## src/rtl/cmd_arbiter_if.sv

```systemverilog
// Command arbiter bus: UART source, tour source, cmd_proc and response side.
// The slave modport is the arbiter's view; master is the surrounding system.
interface cmd_arbiter_if #(
  parameter int DEPTH = 4
);
  logic [15:0]            cmd_UART;
  logic                   cmd_rdy_UART;
  logic                   clr_UART;
  logic [15:0]            tour_cmd;
  logic                   tour_vld;
  logic                   tour_last;
  logic                   tour_rdy;
  logic [15:0]            cmd;
  logic                   cmd_rdy;
  logic                   clr_cmd_rdy;
  logic                   send_resp;
  logic [7:0]             resp;
  logic                   trmt;
  logic                   tx_done;
  logic                   busy;
  logic                   tmo;
  logic [$clog2(DEPTH):0] fifo_cnt;

  modport slave (
    input  cmd_UART, cmd_rdy_UART, tour_cmd, tour_vld, tour_last,
           clr_cmd_rdy, send_resp, tx_done,
    output clr_UART, tour_rdy, cmd, cmd_rdy, resp, trmt, busy, tmo, fifo_cnt
  );

  modport master (
    output cmd_UART, cmd_rdy_UART, tour_cmd, tour_vld, tour_last,
           clr_cmd_rdy, send_resp, tx_done,
    input  clr_UART, tour_rdy, cmd, cmd_rdy, resp, trmt, busy, tmo, fifo_cnt
  );
endinterface

```

## src/rtl/cmd_arbiter.sv

```systemverilog
// Command arbiter: buffers UART commands in a small FIFO, grants cmd_proc to
// one source at a time (tour first), watches each command to completion and
// sequences the BLE response byte back out through UART_wrapper.
module cmd_arbiter #(
  parameter int DEPTH = 4,  // power of 2, at least 2
  parameter int TMO_W = 24
) (
  input logic          clk,
  input logic          rst_n,
  cmd_arbiter_if.slave bus
);

  localparam int PTR_W = $clog2(DEPTH);
  localparam int CNT_W = PTR_W + 1;
  // Expiry is flagged one count early so the counter lands on all-ones
  // exactly when 2^TMO_W-1 cycles have been spent waiting.
  localparam logic [TMO_W-1:0] WDOG_LAST = ~(TMO_W'(1));

  localparam logic [7:0] RESP_ACK  = 8'hA5;
  localparam logic [7:0] RESP_MORE = 8'h5A;
  localparam logic [7:0] RESP_TMO  = 8'hEE;

  typedef enum logic [2:0] {IDLE, ISSUE, WAIT_DONE, RESP, WAIT_TX} state_t;
  typedef enum logic {SRC_UART, SRC_TOUR} src_t;

  // UART FIFO
  logic [15:0]      mem [DEPTH];
  logic [PTR_W-1:0] wr_ptr, rd_ptr;
  logic [CNT_W-1:0] count;
  logic             clr_q;
  logic             full, empty, push, pop;

  // Grant / completion tracking
  state_t           state;
  src_t             src;
  logic             last_q;
  logic [15:0]      cmd_q;
  logic             cmd_rdy_q, tour_rdy_q, trmt_q, busy_q, tmo_q;
  logic [7:0]       resp_q;
  logic [TMO_W-1:0] wdog;

  assign full  = (count == CNT_W'(DEPTH));
  assign empty = (count == '0);
  // A UART pop only happens from IDLE when no tour command is competing.
  assign pop   = (state == IDLE) && !bus.tour_vld && !empty;
  // Skip the cycle after a push: UART_wrapper's flag may still read high
  // while it clears. A same-cycle pop makes room on a full FIFO.
  assign push  = bus.cmd_rdy_UART && !clr_q && (!full || pop);

  // FIFO pointers, occupancy and push-history flag.
  // NOTE: sequential state uses non-blocking (<=) so every register samples
  // pre-edge values regardless of statement order.
  always_ff @(posedge clk or negedge rst_n) begin
    if (!rst_n) begin
      wr_ptr <= '0;
      rd_ptr <= '0;
      count  <= '0;
      clr_q  <= 1'b0;
    end else begin
      clr_q <= push;
      if (push) wr_ptr <= wr_ptr + 1'b1;
      if (pop)  rd_ptr <= rd_ptr + 1'b1;
      case ({push, pop})
        2'b10:   count <= count + 1'b1;
        2'b01:   count <= count - 1'b1;
        default: count <= count;
      endcase
    end
  end

  // FIFO storage write.
  // NOTE: the array is deliberately not reset; count and the pointers decide
  // which entries are valid, and a reset-free array maps onto plain RAM/flops.
  always_ff @(posedge clk) begin
    if (push) mem[wr_ptr] <= bus.cmd_UART;
  end

  // Arbitration / completion FSM with registered outputs.
  always_ff @(posedge clk or negedge rst_n) begin
    if (!rst_n) begin
      state      <= IDLE;
      src        <= SRC_UART;
      last_q     <= 1'b0;
      cmd_q      <= '0;
      cmd_rdy_q  <= 1'b0;
      tour_rdy_q <= 1'b0;
      trmt_q     <= 1'b0;
      busy_q     <= 1'b0;
      tmo_q      <= 1'b0;
      resp_q     <= '0;
      wdog       <= '0;
    end else begin
      tour_rdy_q <= 1'b0;
      trmt_q     <= 1'b0;
      case (state)
        IDLE: begin
          if (bus.tour_vld) begin
            cmd_q      <= bus.tour_cmd;
            last_q     <= bus.tour_last;
            src        <= SRC_TOUR;
            tour_rdy_q <= 1'b1;
            cmd_rdy_q  <= 1'b1;
            busy_q     <= 1'b1;
            state      <= ISSUE;
          end else if (pop) begin
            cmd_q     <= mem[rd_ptr];
            last_q    <= 1'b0;
            src       <= SRC_UART;
            cmd_rdy_q <= 1'b1;
            busy_q    <= 1'b1;
            state     <= ISSUE;
          end
        end
        ISSUE: begin
          if (bus.clr_cmd_rdy) begin
            cmd_rdy_q <= 1'b0;
            wdog      <= '0;
            state     <= WAIT_DONE;
          end
        end
        WAIT_DONE: begin
          wdog <= wdog + 1'b1;
          if (bus.send_resp) begin
            resp_q <= (src == SRC_UART || last_q) ? RESP_ACK : RESP_MORE;
            trmt_q <= 1'b1;
            state  <= RESP;
          end else if (wdog == WDOG_LAST) begin
            tmo_q  <= 1'b1;
            resp_q <= RESP_TMO;
            trmt_q <= 1'b1;
            state  <= RESP;
          end
        end
        RESP: begin
          state <= WAIT_TX;
        end
        WAIT_TX: begin
          if (bus.tx_done) begin
            busy_q <= 1'b0;
            state  <= IDLE;
          end
        end
        default: state <= IDLE;
      endcase
    end
  end

  assign bus.clr_UART = push;
  assign bus.tour_rdy = tour_rdy_q;
  assign bus.cmd      = cmd_q;
  assign bus.cmd_rdy  = cmd_rdy_q;
  assign bus.resp     = resp_q;
  assign bus.trmt     = trmt_q;
  assign bus.busy     = busy_q;
  assign bus.tmo      = tmo_q;
  assign bus.fifo_cnt = count;

endmodule
```

## src/flat_wrapper.sv

```systemverilog
// flat-port wrapper written by rule: the top's interface ports become plain ports
module cmd_arbiter_flat 
#(
  parameter int DEPTH = 4,                           
  parameter int TMO_W = 24
)
  (clk, rst_n, bus_cmd_UART, bus_cmd_rdy_UART, bus_tour_cmd, bus_tour_vld, bus_tour_last, bus_clr_cmd_rdy, bus_send_resp, bus_tx_done, bus_clr_UART, bus_tour_rdy, bus_cmd, bus_cmd_rdy, bus_resp, bus_trmt, bus_busy, bus_tmo, bus_fifo_cnt);
  cmd_arbiter_if #(.DEPTH(DEPTH)) bus_i ();
  input logic clk;
  input logic rst_n;
  input wire logic [$bits(bus_i.cmd_UART)-1:0] bus_cmd_UART;
  input wire logic [$bits(bus_i.cmd_rdy_UART)-1:0] bus_cmd_rdy_UART;
  input wire logic [$bits(bus_i.tour_cmd)-1:0] bus_tour_cmd;
  input wire logic [$bits(bus_i.tour_vld)-1:0] bus_tour_vld;
  input wire logic [$bits(bus_i.tour_last)-1:0] bus_tour_last;
  input wire logic [$bits(bus_i.clr_cmd_rdy)-1:0] bus_clr_cmd_rdy;
  input wire logic [$bits(bus_i.send_resp)-1:0] bus_send_resp;
  input wire logic [$bits(bus_i.tx_done)-1:0] bus_tx_done;
  output wire logic [$bits(bus_i.clr_UART)-1:0] bus_clr_UART;
  output wire logic [$bits(bus_i.tour_rdy)-1:0] bus_tour_rdy;
  output wire logic [$bits(bus_i.cmd)-1:0] bus_cmd;
  output wire logic [$bits(bus_i.cmd_rdy)-1:0] bus_cmd_rdy;
  output wire logic [$bits(bus_i.resp)-1:0] bus_resp;
  output wire logic [$bits(bus_i.trmt)-1:0] bus_trmt;
  output wire logic [$bits(bus_i.busy)-1:0] bus_busy;
  output wire logic [$bits(bus_i.tmo)-1:0] bus_tmo;
  output wire logic [$bits(bus_i.fifo_cnt)-1:0] bus_fifo_cnt;
  assign bus_i.cmd_UART = bus_cmd_UART;
  assign bus_i.cmd_rdy_UART = bus_cmd_rdy_UART;
  assign bus_i.tour_cmd = bus_tour_cmd;
  assign bus_i.tour_vld = bus_tour_vld;
  assign bus_i.tour_last = bus_tour_last;
  assign bus_i.clr_cmd_rdy = bus_clr_cmd_rdy;
  assign bus_i.send_resp = bus_send_resp;
  assign bus_i.tx_done = bus_tx_done;
  assign bus_clr_UART = bus_i.clr_UART;
  assign bus_tour_rdy = bus_i.tour_rdy;
  assign bus_cmd = bus_i.cmd;
  assign bus_cmd_rdy = bus_i.cmd_rdy;
  assign bus_resp = bus_i.resp;
  assign bus_trmt = bus_i.trmt;
  assign bus_busy = bus_i.busy;
  assign bus_tmo = bus_i.tmo;
  assign bus_fifo_cnt = bus_i.fifo_cnt;
  cmd_arbiter #(.DEPTH(DEPTH), .TMO_W(TMO_W)) u_core (.clk(clk), .rst_n(rst_n), .bus(bus_i));
endmodule
```

## config.mk

```make
export PLATFORM = sky130hd
export DESIGN_NAME = cmd_arbiter_flat
export DESIGN_NICKNAME = d
export VERILOG_FILES = /design/src/rtl/cmd_arbiter_if.sv /design/src/rtl/cmd_arbiter.sv /design/src/flat_wrapper.sv
export SDC_FILE = /design/constraint.sdc
export NUM_CORES = 1
export LEC_CHECK = 0
export CAP_MARGIN = 30
export CORE_MARGIN = 2
export CORE_UTILIZATION = 47
export CTS_CLUSTER_DIAMETER = 200
export DETAILED_ROUTE_END_ITERATION = 12
export PLACE_DENSITY_LB_ADDON = 0.12
export SLEW_MARGIN = 40
export SYNTH_ARGS = -nofsm -noshare
export SYNTH_HDL_FRONTEND = slang
export SYNTH_SLANG_ARGS = --single-unit
```

## constraint.sdc

```tcl
create_clock -name clk -period 3.6 [get_ports clk]
set_input_delay 0.54 -clock clk [delete_from_list [all_inputs] [get_ports clk]]
set_output_delay 0.54 -clock clk [all_outputs]
set_load 0.02 [all_outputs]
```

======== Word level (Yosys, flattened, before mapping) ========
Memory sizes are Yosys's and may differ from the RTL's.
Index checks and enable logic that the tools add are counted.
word-level totals
  register bits ........................... 66
  memory bits (writable) .................. 64
  input port bits ......................... 40
  output and inout port bits .............. 33
  logic and storage cells ................. 91
  memories ................................ 1
operators by class
  $add $sub $neg .......................... 5
  equal/unequal tests ..................... 12
  muxes and demuxes ....................... 31
  bitwise operators ....................... 2
  reduce and logical (&&, ||, !) cells .... 25
memory list
  memory      words  bits a word  rd ports  clocked after memory_dff  write ports  line               source
  u_core.mem  4      16           1         0                         1            cmd_arbiter.sv:27  logic [15:0] mem [DEPTH];
operators with widths
  operator                                                                  number
  24-bit one-hot mux with 2 select lines                                    1
  16-bit two-way mux                                                        2
  24-bit by 1-bit adder with 24-bit output (second input constant)          1
  24-bit == test (second input constant)                                    1
  24-bit two-way mux                                                        1
  8-bit two-way mux                                                         3
  3-bit two-way mux                                                         6
  3-bit one-hot mux with 5 select lines                                     1
  1-bit two-way mux                                                         14
  2-bit nonzero test                                                        6
  3-bit AND reduction                                                       3
  3-bit by 2-bit == test with 1-bit output (second input constant)          2
  3-bit == test (second input constant)                                     2
  3-bit logical NOT                                                         2
  3-bit by 2-bit inequality test with 1-bit output (second input constant)  2
  3-bit one-hot mux with 2 select lines                                     1
  2-bit AND reduction                                                       3
  2-bit by 1-bit adder with 2-bit output (second input constant)            2
  1-bit logical AND                                                         4
  1-bit logical NOT                                                         4
  2-bit inequality test (second input constant)                             2
  1-bit one-hot mux with 2 select lines                                     2
  4-bit AND reduction                                                       1
  3-bit by 1-bit adder with 3-bit output (second input constant)            1
  other kinds (6)                                                           8

======== Longest topological paths before layout ========
  word-level depth ........................ 7
  depth in mapped cells ................... 9
  gate-level depth less buffers ........... 8

======== Least setup slack after synthesis ========
No wires, ideal clock.
  kind .................................... reg2reg
  start ................................... reg u_core.state[0]
  end ..................................... reg u_core.count[2], in the netlist u_core.bus.fifo_cnt[2]
  setup time .............................. 0.126 ns
  data arrival time ....................... 2.657 ns
  data required time ...................... 3.474 ns
  setup slack ............................. 0.816 ns
  stages on the path, launching flop included .. 9
  path buffers ............................ 1
  period minus slack after synthesis ...... 2.784 ns
  cells stage by stage .................... dfrtp_1 > clkbuf_1 > nor3_2 > nand2_1 > nor2_1 > nand2_1 > fa_1 > or3_1 > a311o_1
between the ends
  cells in the longest elaborated chain, start to end .. 7
  elaborated cells on any way between the ends .. 9
  those cells by class .................... 2 x eq/ne; 1 x mux; 6 x reduce/logical
RTL lines
  element                                                                      line                source
  start: declaration                                                           cmd_arbiter.sv:34   state_t state;
  start signal: assignment                                                     cmd_arbiter.sv:81   state <= IDLE;
  start signal: assignment                                                     cmd_arbiter.sv:104  state <= ISSUE;
  start signal: assignment                                                     cmd_arbiter.sv:111  state <= ISSUE;
  3-bit logical NOT (*)                                                        cmd_arbiter.sv:45   assign pop = (state == IDLE) && !bus.tour_vld && !empty;
  1-bit logical AND (*) (2 in series)                                          cmd_arbiter.sv:45
  1-bit logical OR                                                             cmd_arbiter.sv:48   assign push = bus.cmd_rdy_UART && !clr_q && (!full || pop);
  1-bit logical AND                                                            cmd_arbiter.sv:48
  2-bit by 1-bit == test with 1-bit output or 2-bit == test (tied branches)    cmd_arbiter.sv:63   case ({push, pop})
  3-bit one-hot mux with 2 select lines or 2-bit nonzero test (tied branches)  n/a
  end signal: assignment                                                       cmd_arbiter.sv:64   2'b10: count <= count + 1'b1;
  end signal: assignment                                                       cmd_arbiter.sv:65   2'b01: count <= count - 1'b1;
  end signal: assignment                                                       cmd_arbiter.sv:66   default: count <= count;
  end: declaration                                                             cmd_arbiter.sv:29   logic [CNT_W-1:0] count;
Every way passes the cells marked *; elsewhere a longest branch is shown, timed or not.
A chain may end at the register's enable or synchronous reset.

======== Final worst setup path ========
  start ................................... reg u_core.state[0]
  end ..................................... out bus_clr_UART
between the ends
  cells in the longest elaborated chain, start to end .. 5
RTL lines
  element                          line                source
  3-bit logical NOT                cmd_arbiter.sv:45
  1-bit logical AND (2 in series)  cmd_arbiter.sv:45
  1-bit logical OR                 cmd_arbiter.sv:48
  1-bit logical AND                cmd_arbiter.sv:48
  end: declaration                 flat_wrapper.sv:19  output wire logic [$bits(bus_i.clr_UART)-1:0] bus_clr_UART;
No other way between the ends.

==> flow_summary.yaml <==
die:
  core_area_um2: 11370
  die_y_um: 111.9
  die_width_um: 111.9
  io_pins: 73
  die_area_um2: 12520
  start_util_pct: 48.13
  rows: 39
cts:
  insertion_delay_ps: 410
  cts_setup_buffers: 0
  cts_made_buffers: 17
  root_buffer: "clkbuf_16"
  post_cts_resized: 0
  hold_buffers: 0
  htreeDepth: 4
  cts_buffer_depth: 2
  cts_sinks: 126
  cts_tree: "yes"
  clkTransAtPathRegs_ps: 60
synthesis:
  synth_seq_cells: 126
  muxShareOfSynthArea_pct: 8.048
  synth.cell_area_um2: 5473
  synth_compound_area_share_pct: 11.89
  syn-num-nets: 460
  synth_edf_count: 64
  post_synth_xor_area_fraction_pct: 1.120
  synth_simple_gate_area_share_pct: 10.79
  synth_cells: 413
  ys_seq_area_share_pct: 63.47
  post_synth_fa_ha_maj_area_fraction_pct: 1.738
  synth_ff_type: "edfxtp_1"
  synth_top_family_by_area: "compound AO/OA/AOI/OAI gates"
  synthArstFlopShare_pct: 49.21
  synth.avg_cell_area_um2: 13.25
  synthDistinctLibCells: 51
  ys.warnings.count: 0
global_route:
  grt_util_all_layers_pct: 20.82
  antenna_found_initial: 0
  overflow: 0
  grt_pass1_wl_um: 20000
  grt_pass1_vias: 3811
  grt_max_degree: 63
worst_hold_path:
  hp-class: "in -> async"
final_layout:
  drive_above_1_share_pct: 13.07
  n_fill_cell: 890
  syn_to_final_growth_pct: 26.84
  final_nets: 539
  antenna_cells: 0
detailed_routing:
  highest_layer: "met4"
  wl_per_cell_um: 18.97
  dr.pass1.iters: 4
  wl_um: 12290
  vias_per_cell: 5.753
  routed-wl-met3_um: 538
  drtAntennaViolNets: 0
  route.detailed.drc: 0
  num_vias: 3728
  first_iter_violations: 250
  wl_met2_um: 6235
  wl_met1_um: 5415
sta:
  tns_ps: 0
  worst_pin_slew_ps: 854.1
  relSlewSlack_pct: 42.92
  period_share_pct: 84.41
  finalMaxSlewViolations: 0
  hold_viol_final: 0
  grt_setup_unrepaired: "false"
  fin_crit_ps: 3039
  max_freq_mhz: 329.1
  setup_viol: 0
  skew_ps: 5.704
status:
  status: "complete, no violations"
job:
  drv_cap: 0
critical_path:
  arrival_ps: 2500
  critical_path_class: "reg -> out"
  crit_fanout: 13
  start_kind: "flop"
  endpoint_kind: "primary output"
  required_ps: 3060
placed_design:
  dp_hpwl_um: 7903
  gp_congestion: 0.7777
  portBuffers: 72
power:
  p_total_mw: 5.840
  power_density_nw_per_um2: 841.3
  p_leak_nw: 2.614
  ir_worst_vdd_v: 0.0005583
[critical path, cell delays in order (launching register included)]
cell	delay (ps)
dfrtp_1	520
or4_1	670
a41oi_2	260
clkdlybuf4s50_1	630
[metrics by stage]
step           hold WS, ps  util (%)  std cells  setup WS (ps)  area (µm²)
2_1_floorplan        244.4         -        413          816.5        5473
3_3_place_gp         441.1     55.77        616          628.3        6341
3_5_place_dp         446.7     55.77        616          600.8        6341
4_1_cts              341.9     61.02        648          551.1        6938
5_1_grt              255.7     61.05        648          444.3        6942
6_report             218.7     61.05        648          561.3        6942
[power breakdown]
part,switching [mW],internal [mW],total (mW)
combinational,1.07,0.907,1.98
clock,0.629,1.09,1.72
sequential,0.283,1.86,2.15
[state kept, by name, indices dropped and copies added (netlist names), 2 cells and up]
signal,flops
u_core.mem,64
u_core.wdog,24
u_core.bus.cmd,16
u_core.bus.resp,4
u_core.bus.fifo_cnt,3
u_core.state,3
u_core.rd_ptr,2
u_core.wr_ptr,2
[metal layers]
metal	up-vias	GRT usage, %
li1	1761	-
met1	1864	26.63
met2	93	34.59
met3	10	6.587
met4	0	5.679
met5	-	0
[path summary, 6_finish.rpt]
check	from	to	slack, ps	depth (start not counted)
worst max-delay path	u_core.state[0]	bus_clr_UART	560	3
min in group clk	u_core.bus.tmo	u_core.bus.tmo	460	1
worst min register to register	u_core.bus.tmo	u_core.bus.tmo	460	1
max in group asynchronous	rst_n	u_core.clr_q	2970	2
worst min-delay path	rst_n	u_core.wdog[9]	220	2
worst max register to register	u_core.state[0]	u_core.bus.fifo_cnt[2]	930	8
[layout by cell type (no fill, tap or decap), types with 5 or more instances in the layout]
cell	count
a21oi_1	29
and2_1	7
buf_4	11
clkbuf_16	17
clkdlybuf4s50_1	71
dfrtp_1	62
edfxtp_1	64
ha_1	6
inv_1	12
mux2i_1	8
mux4_2	16
nand2_1	30
nand2b_1	6
nand3_1	13
nand4_1	13
nor2_1	8
o211ai_1	6
o21ai_0	20
o22ai_1	34
or3_1	5
[cell type report]
cell class | count | area, µm² | share of cell area, %
clock buffer | 18 | 429.2 | 6.182
sequential | 126 | 3473 | 50.04
inverter | 12 | 45.04 | 0.6489
clock inverter | 14 | 167.7 | 2.415
timing repair buffer | 84 | 809.5 | 11.66
multi-input combinational | 251 | 1838 | 26.48
tap | 143 | 178.9 | 2.578
[synth_stat cells, drive strengths merged, types with 2 or more instances]
master	count	area [µm²]
o31ai	4	30.03
nor2	8	30.03
and4	2	17.52
o21ai	20	100.1
and2	7	43.79
dfrtp	62	1551
or4	3	26.27
nor4	4	31.28
edfxtp	64	1922
nand3b	2	15.01
nand4	14	93.84
or3	5	31.28
nand2b	6	37.54
o211ai	6	45.04
o22ai	34	212.7
buf	10	63.81
xor2	3	26.28
a21oi	29	145.1
inv	12	45.04
a31oi	3	18.77
xnor2	4	35.03
o31a	2	17.52
nor3	4	25.02
nand3	13	65.06
mux4	16	360.4
clkbuf	14	52.55
a21o	2	15.01
mux2i	8	80.08
ha	6	75.07
nand2	30	112.6
and3	3	18.77
[cell families after synthesis]
logic type | Yosys count
compound gates | 107
xor+xnor | 7
fa+ha+maj | 7
buf+inv | 36
flops | 126
mux | 24
simple gates | 106
Power figures use the tool's default switching activity.
